### src/rtl/seg_scan_driver.sv
// seg_scan_driver
// Scans a 32-bit value onto an 8-digit multiplexed seven-segment display as
// hex nibbles. Inputs are latched once per frame so a digit never shows a
// mix of old and new values. Each digit gets a decimal point, and leading
// zeros can be blanked. A short guard blank after each digit change stops
// ghosting on the shared segment lines. All outputs are registered.
module seg_scan_driver #(
  parameter int SCAN_DIV = 50000,
  parameter int GUARD    = 16
) (
  input  logic        clk,
  input  logic        rst,
  input  logic [31:0] data,
  input  logic [7:0]  dp,
  input  logic        lzb,
  output logic [2:0]  which,
  output logic        enable,
  output logic [7:0]  seg
);

  localparam int CNT_W = (SCAN_DIV > 2) ? $clog2(SCAN_DIV) : 1;
  localparam int GRD_W = (GUARD > 1) ? $clog2(GUARD + 1) : 1;
  localparam logic [CNT_W-1:0] CNT_MAX  = CNT_W'(SCAN_DIV - 1);
  localparam logic [GRD_W-1:0] GRD_LOAD = GRD_W'(GUARD);

  // Active-low {g,f,e,d,c,b,a} pattern for one hex nibble
  function automatic logic [6:0] hex7(input logic [3:0] nib);
    logic [6:0] code;
    case (nib)
      4'h0: code = 7'h40;
      4'h1: code = 7'h79;
      4'h2: code = 7'h24;
      4'h3: code = 7'h30;
      4'h4: code = 7'h19;
      4'h5: code = 7'h12;
      4'h6: code = 7'h02;
      4'h7: code = 7'h78;
      4'h8: code = 7'h00;
      4'h9: code = 7'h10;
      4'hA: code = 7'h08;
      4'hB: code = 7'h03;
      4'hC: code = 7'h46;
      4'hD: code = 7'h21;
      4'hE: code = 7'h06;
      default: code = 7'h0E;
    endcase
    return code;
  endfunction

  // True when digit k is a leading zero: it and every digit above it are
  // zero. Digit 0 is never a leading zero, so a value of 0 still shows "0".
  function automatic logic lead_zero(input logic [31:0] v, input logic [2:0] k);
    logic upper_zero;
    upper_zero = 1'b1;
    for (int j = 0; j < 8; j++) begin
      if (j >= int'(k) && v[4*j +: 4] != 4'h0) upper_zero = 1'b0;
    end
    return upper_zero && (k != 3'd0);
  endfunction

  logic [CNT_W-1:0] cnt_p0;
  logic [2:0]       idx_p0;
  logic [GRD_W-1:0] guard_p0;
  logic [31:0]      data_sh;
  logic [7:0]       dp_sh;
  logic             lzb_sh;
  logic             prime;

  logic       tick;
  logic       load_sh;
  logic       blanked;
  logic       suppressed;
  logic [3:0] nibble;

  assign tick       = (cnt_p0 == CNT_MAX);
  assign load_sh    = prime | (tick & (idx_p0 == 3'd7));
  assign blanked    = (guard_p0 != '0);
  assign nibble     = data_sh[{idx_p0, 2'b00} +: 4];
  assign suppressed = lzb_sh & lead_zero(data_sh, idx_p0) & ~dp_sh[idx_p0];

  // ---- stage p0: prescaler, digit index and guard countdown ----
  // Prescaler produces one tick per digit slot
  always_ff @(posedge clk or negedge rst) begin
    if (!rst) cnt_p0 <= '0;
    else if (tick) cnt_p0 <= '0;
    else cnt_p0 <= cnt_p0 + 1'b1;
  end

  // Digit index advances on each tick and wraps naturally from 7 to 0
  always_ff @(posedge clk or negedge rst) begin
    if (!rst) idx_p0 <= 3'd0;
    else if (tick) idx_p0 <= idx_p0 + 3'd1;
  end

  // Guard reloads on every digit change, then counts down to zero
  always_ff @(posedge clk or negedge rst) begin
    if (!rst) guard_p0 <= '0;
    else if (tick) guard_p0 <= GRD_LOAD;
    else if (guard_p0 != '0) guard_p0 <= guard_p0 - 1'b1;
  end

  // Shadow registers load once after reset, then only at the frame boundary
  always_ff @(posedge clk or negedge rst) begin
    if (!rst) begin
      data_sh <= '0;
      dp_sh   <= '0;
      lzb_sh  <= 1'b0;
      prime   <= 1'b1;
    end else begin
      prime <= 1'b0;
      if (load_sh) begin
        data_sh <= data;
        dp_sh   <= dp;
        lzb_sh  <= lzb;
      end
    end
  end

  // ---- stage p1: registered display outputs ----
  // Outputs trail the index and guard by one clock so they all change together
  always_ff @(posedge clk or negedge rst) begin
    if (!rst) begin
      which  <= 3'd0;
      enable <= 1'b0;
      seg    <= 8'hFF;
    end else begin
      which  <= idx_p0;
      enable <= ~blanked & ~suppressed;
      if (blanked || suppressed) seg <= 8'hFF;
      else seg <= {~dp_sh[idx_p0], hex7(nibble)};
    end
  end

endmodule
### config.mk
export PLATFORM = sky130hd
export DESIGN_NAME = seg_scan_driver
export DESIGN_NICKNAME = d
export VERILOG_FILES = /design/src/rtl/seg_scan_driver.sv
export SDC_FILE = /design/constraint.sdc
export NUM_CORES = 1
export LEC_CHECK = 0
export CAP_MARGIN = 20
export CORE_MARGIN = 2
export CORE_UTILIZATION = 49
export CTS_CLUSTER_SIZE = 24
export DETAILED_ROUTE_END_ITERATION = 16
export GPL_TIMING_DRIVEN = 0
export HOLD_SLACK_MARGIN = 0.1
export PLACE_DENSITY = 0.83
export SYNTH_ARGS = -nofsm -noshare
export SYNTH_HDL_FRONTEND = slang
export SYNTH_SLANG_ARGS = --single-unit
### constraint.sdc
create_clock -name clk -period 2.02 [get_ports clk]
set_input_delay 0.202 -clock clk [delete_from_list [all_inputs] [get_ports clk]]
set_output_delay 0.202 -clock clk [all_outputs]
set_load 0.03 [all_outputs]
==> run_results.csv <==
group,metric,value,unit
critical_path,startpoint_type,"flop",
sta,relSlewSlack,66.81,%
clocking,cts_sinks,78,
layout,diodes,0,
sta,slew_viol_final,0,
layout,drive_above_1_share,36.44,%
synth,syn_nets,335,
sta,final.min_clock_period,2.088,ns
sta,rsz0062_at_grt,"true",
worst_hold_path,hp-class,"primary input to async pin",
synth,syn_inst,280,
detailed_routing,drtAntennaViolNets,0,
critical_path,cp_num_cells,8,
clocking,cts.clk_slew.worst_paths,0.08,ns
power_and_ir_drop,p_per_area,714.5,mW/mm^2
synth,synth-seq-area-share,52.81,%
layout,final_nets,426,
sta,fin_ws,-0.06811,ns
critical_path,critPathArrivalTime,2.38,ns
synth,synth_area_per_cell,13.28,sq um
global_route,grt_pass1_wl,12.95,mm
synth,synth_ff_type,"dfrtp_1",
power_and_ir_drop,p_int,2813,uW
critical_path,path_class,"flop to flop",
die,start_util,50.98,%
place,dp_hpwl,5.265,mm
clocking,h-tree-depth,3,
critical_path,crit_fanout,6,
status,violations,"setup timing",
sta,fin_crit_sh,103.4,%
synth,ys_types,47,
place,portBuffers,54,
sta,worstMarginPinSlew,0.4914,ns
power_and_ir_drop,ir_worst_vdd,552.6,uV
sta,finalSetupViolations,29,
die,die_w,91.10,um
critical_path,r2r_cells,8,
synth,synth-compound-area-share,4.308,%
layout,fin_util,72.29,%
power_and_ir_drop,p_seq_share,47.1,%
detailed_routing,drtIter0Drc,131,
synth,async_flop_share,100.0,%
synth,synthSimpleGateAreaFrac,9.525,%
synth,synth-seq-cells,78,
detailed_routing,routed_wl,8.991,mm
die,fp-row-count,31,
sta,setup_tns,-0.4335,ns
global_route,first_global_vias,2601,
synth,yosysWarningCount,0,
detailed_routing,vias,2632,
power_and_ir_drop,power_frac_clock,35.2,%
place,place.gp.congestion,0.8476,
critical_path,crit_slowest_cell,"mux4_2",
die,die_area,0.008299,sq mm
layout,final_cell_mix,"dfrtp_1 (66), clkdlybuf4s50_1 (53), mux2_4 (44)",
critical_path,path_cells,"buf_8 -> mux4_2 -> mux2_4 -> inv_4 -> ha_4 -> mux2i_1 -> nor2_1 -> o21ai_1",
critical_path,reg2reg_slack,-0.07,ns
place,dp_slack,-0.3166,ns
detailed_routing,routedWlPerCell,18.93,um
synth,synth_xor_area_share,4.005,%
layout,final_common_cell,"dfrtp_1",
clocking,cts_root_buffer,"clkbuf_8",
critical_path,crit_family,"multiplexers",
die,ios,55,
critical_path,r2r-end,"seg[3]",
critical_path,end_kind,"flop",
die,dieHeight,91.10,um
critical_path,cp.buffers_inverters,2,
critical_path,reg2reg_from,"idx_p0[0]",
detailed_routing,dr.pass1.iters,4,
sta,finClkSkew,0.01307,ns
power_and_ir_drop,p_sw,953.4,uW
power_and_ir_drop,swShare,25.32,%
synth,synthMuxAreaShare,22.75,%
clocking,cts_tree,"done",
clocking,clockBufferDepth,2,
status,outcome,"complete, but fails checks",
critical_path,slowest_delay,0.52,ns
power_and_ir_drop,p_leak,0.002357,uW
place,placed_cells,434,
synth,synth-adder-area-share,4.039,%
synth,syn_area,0.003717,sq mm
sta,fmax,478.9,MHz
clocking,clock_latency,0.37,ns
detailed_routing,drcViolationCount,0,
synth,synth-edff-count,0,
critical_path,cp_data_required_time,2.31,ns
layout,synthToLayoutAreaGrowth,41.80,%
sta,hold_violations,0,
global_route,antenna_found_initial,0,
layout,final_cells,475,
die,core,0.007292,sq mm
global_route,grt_max_degree,53,
detailed_routing,drt-vias-per-instance,5.541,
synth,synth_top_family_by_area,"multiplexers",
power_and_ir_drop,pwr-share-comb,17.7,%
clocking,numCtsBuffers,9,
global_route,grtUsageTotal,20.30,%
global_route,grt_overflow,0,
flow_run,max_cap_viol_count,0,
-- per-stage QoR --
| stage | power, uW | hold WS (ns) | area, sq um |
|---|---|---|---|
| final | 3766 | 0.2991 | 5271 |
| after floorplan | 2050 | -0.09359 | 3751 |
| after detailed placement | 2285 | 0.1449 | 4441 |
| after global placement | 2261 | 0.4538 | 4415 |
| after global routing | 3895 | 0.3299 | 5271 |
| after CTS | 3627 | 0.3216 | 4942 |
-- worst register-to-register path: stages, from the launching register on --
cell and delay, ns:
dfrtp_2 0.40, buf_8 0.14, mux4_2 0.52, mux2_4 0.34, inv_4 0.09, ha_4 0.19, mux2i_1 0.15, nor2_1 0.06
o21ai_1 0.13
-- cells in the mapped netlist (all sizes together), types with 6 or more instances --
cell type	count	area share (%)
nor3	7	0.94
dfrtp	69	46
nor2	20	2.0
ha	12	4.0
mux2i	6	2.1
buf	9	1.5
xor2	11	2.6
nand3	9	1.2
xnor2	6	1.4
dfstp	9	6.4
mux4	10	6.5
mux2	47	14
inv	8	0.81
nand2	14	1.6
nor4	6	1.0
-- per-layer routing --
| layer | routed length [um] | share of wire (%) | GRT usage (%) | vias to the layer above |
|---|---|---|---|---|
| met5 | 0 | 0 | 0 | - |
| met2 | 4423 | 49 | 31.42 | 74 |
| met3 | 361 | 4.0 | 4.564 | 24 |
| met1 | 3960 | 44 | 27.55 | 1336 |
| met4 | 246 | 2.7 | 9.091 | 0 |
| li1 | - | - | - | 1198 |
-- timing repair --
| item | in CTS | in global routing |
|---|---|---|
| setup buffers | 11 | 7 |
| cloned | 4 | 2 |
| endpoints found under the hold margin | 26 | 0 |
| pin swaps | 8 | 4 |
| setup endpoints to repair | 48 | 48 |
| resized for setup | 31 | 61 |
| hold buffers | 1 | 0 |
-- power by group through the flow --
stage	Combinational (uW)	Clock, uW	Sequential [uW]
2_1_floorplan	228	0	1820
3_3_place_gp	474	0	1790
3_5_place_dp	494	0	1790
4_1_cts	547	1320	1760
5_1_grt	703	1410	1780
6_report	665	1330	1770
-- layout make-up --
class,count,area (sq um)
plain buffers,10,121.4
clock buffers,11,141.4
clock inverters,5,82.58
fillers,461,2021
inverters,8,37.54
multi-input cells,184,1941
flip-flops and latches,78,1967
well taps,99,123.9
repair buffers,80,857.1
-- state kept, by name, summed over array words and instances, names as in the netlist --
signal and flops:
which 3, idx_p0 3, enable 1, lzb_sh 1, data_sh 32, cnt_p0 16, seg 8, prime 1
guard_p0 5, dp_sh 8
-- cells by family after synthesis --
kind of cell               count (synthesis)
and+or+nand+nor                           70
adders and majority gates                 12
buffers and inverters                     18
xor gates and xnor gates                  17
muxes                                     63
DFF                                       78
other                                      1
AOI/OAI and AO/OA                         21
-- worst max-delay path by stage --
stage,startpoint,end,slack (ns)
3_5_place_dp,idx_p0[0],seg[2],-0.32
5_1_grt,idx_p0[0],seg[3],-0.15
2_1_floorplan,idx_p0[0],seg[3],-0.05
6_report,idx_p0[0],seg[3],-0.07
3_3_place_gp,rst,dp_sh[5],-1.81
4_1_cts,idx_p0[0],seg[3],-0.06
Power figures use the tool's default switching activity.
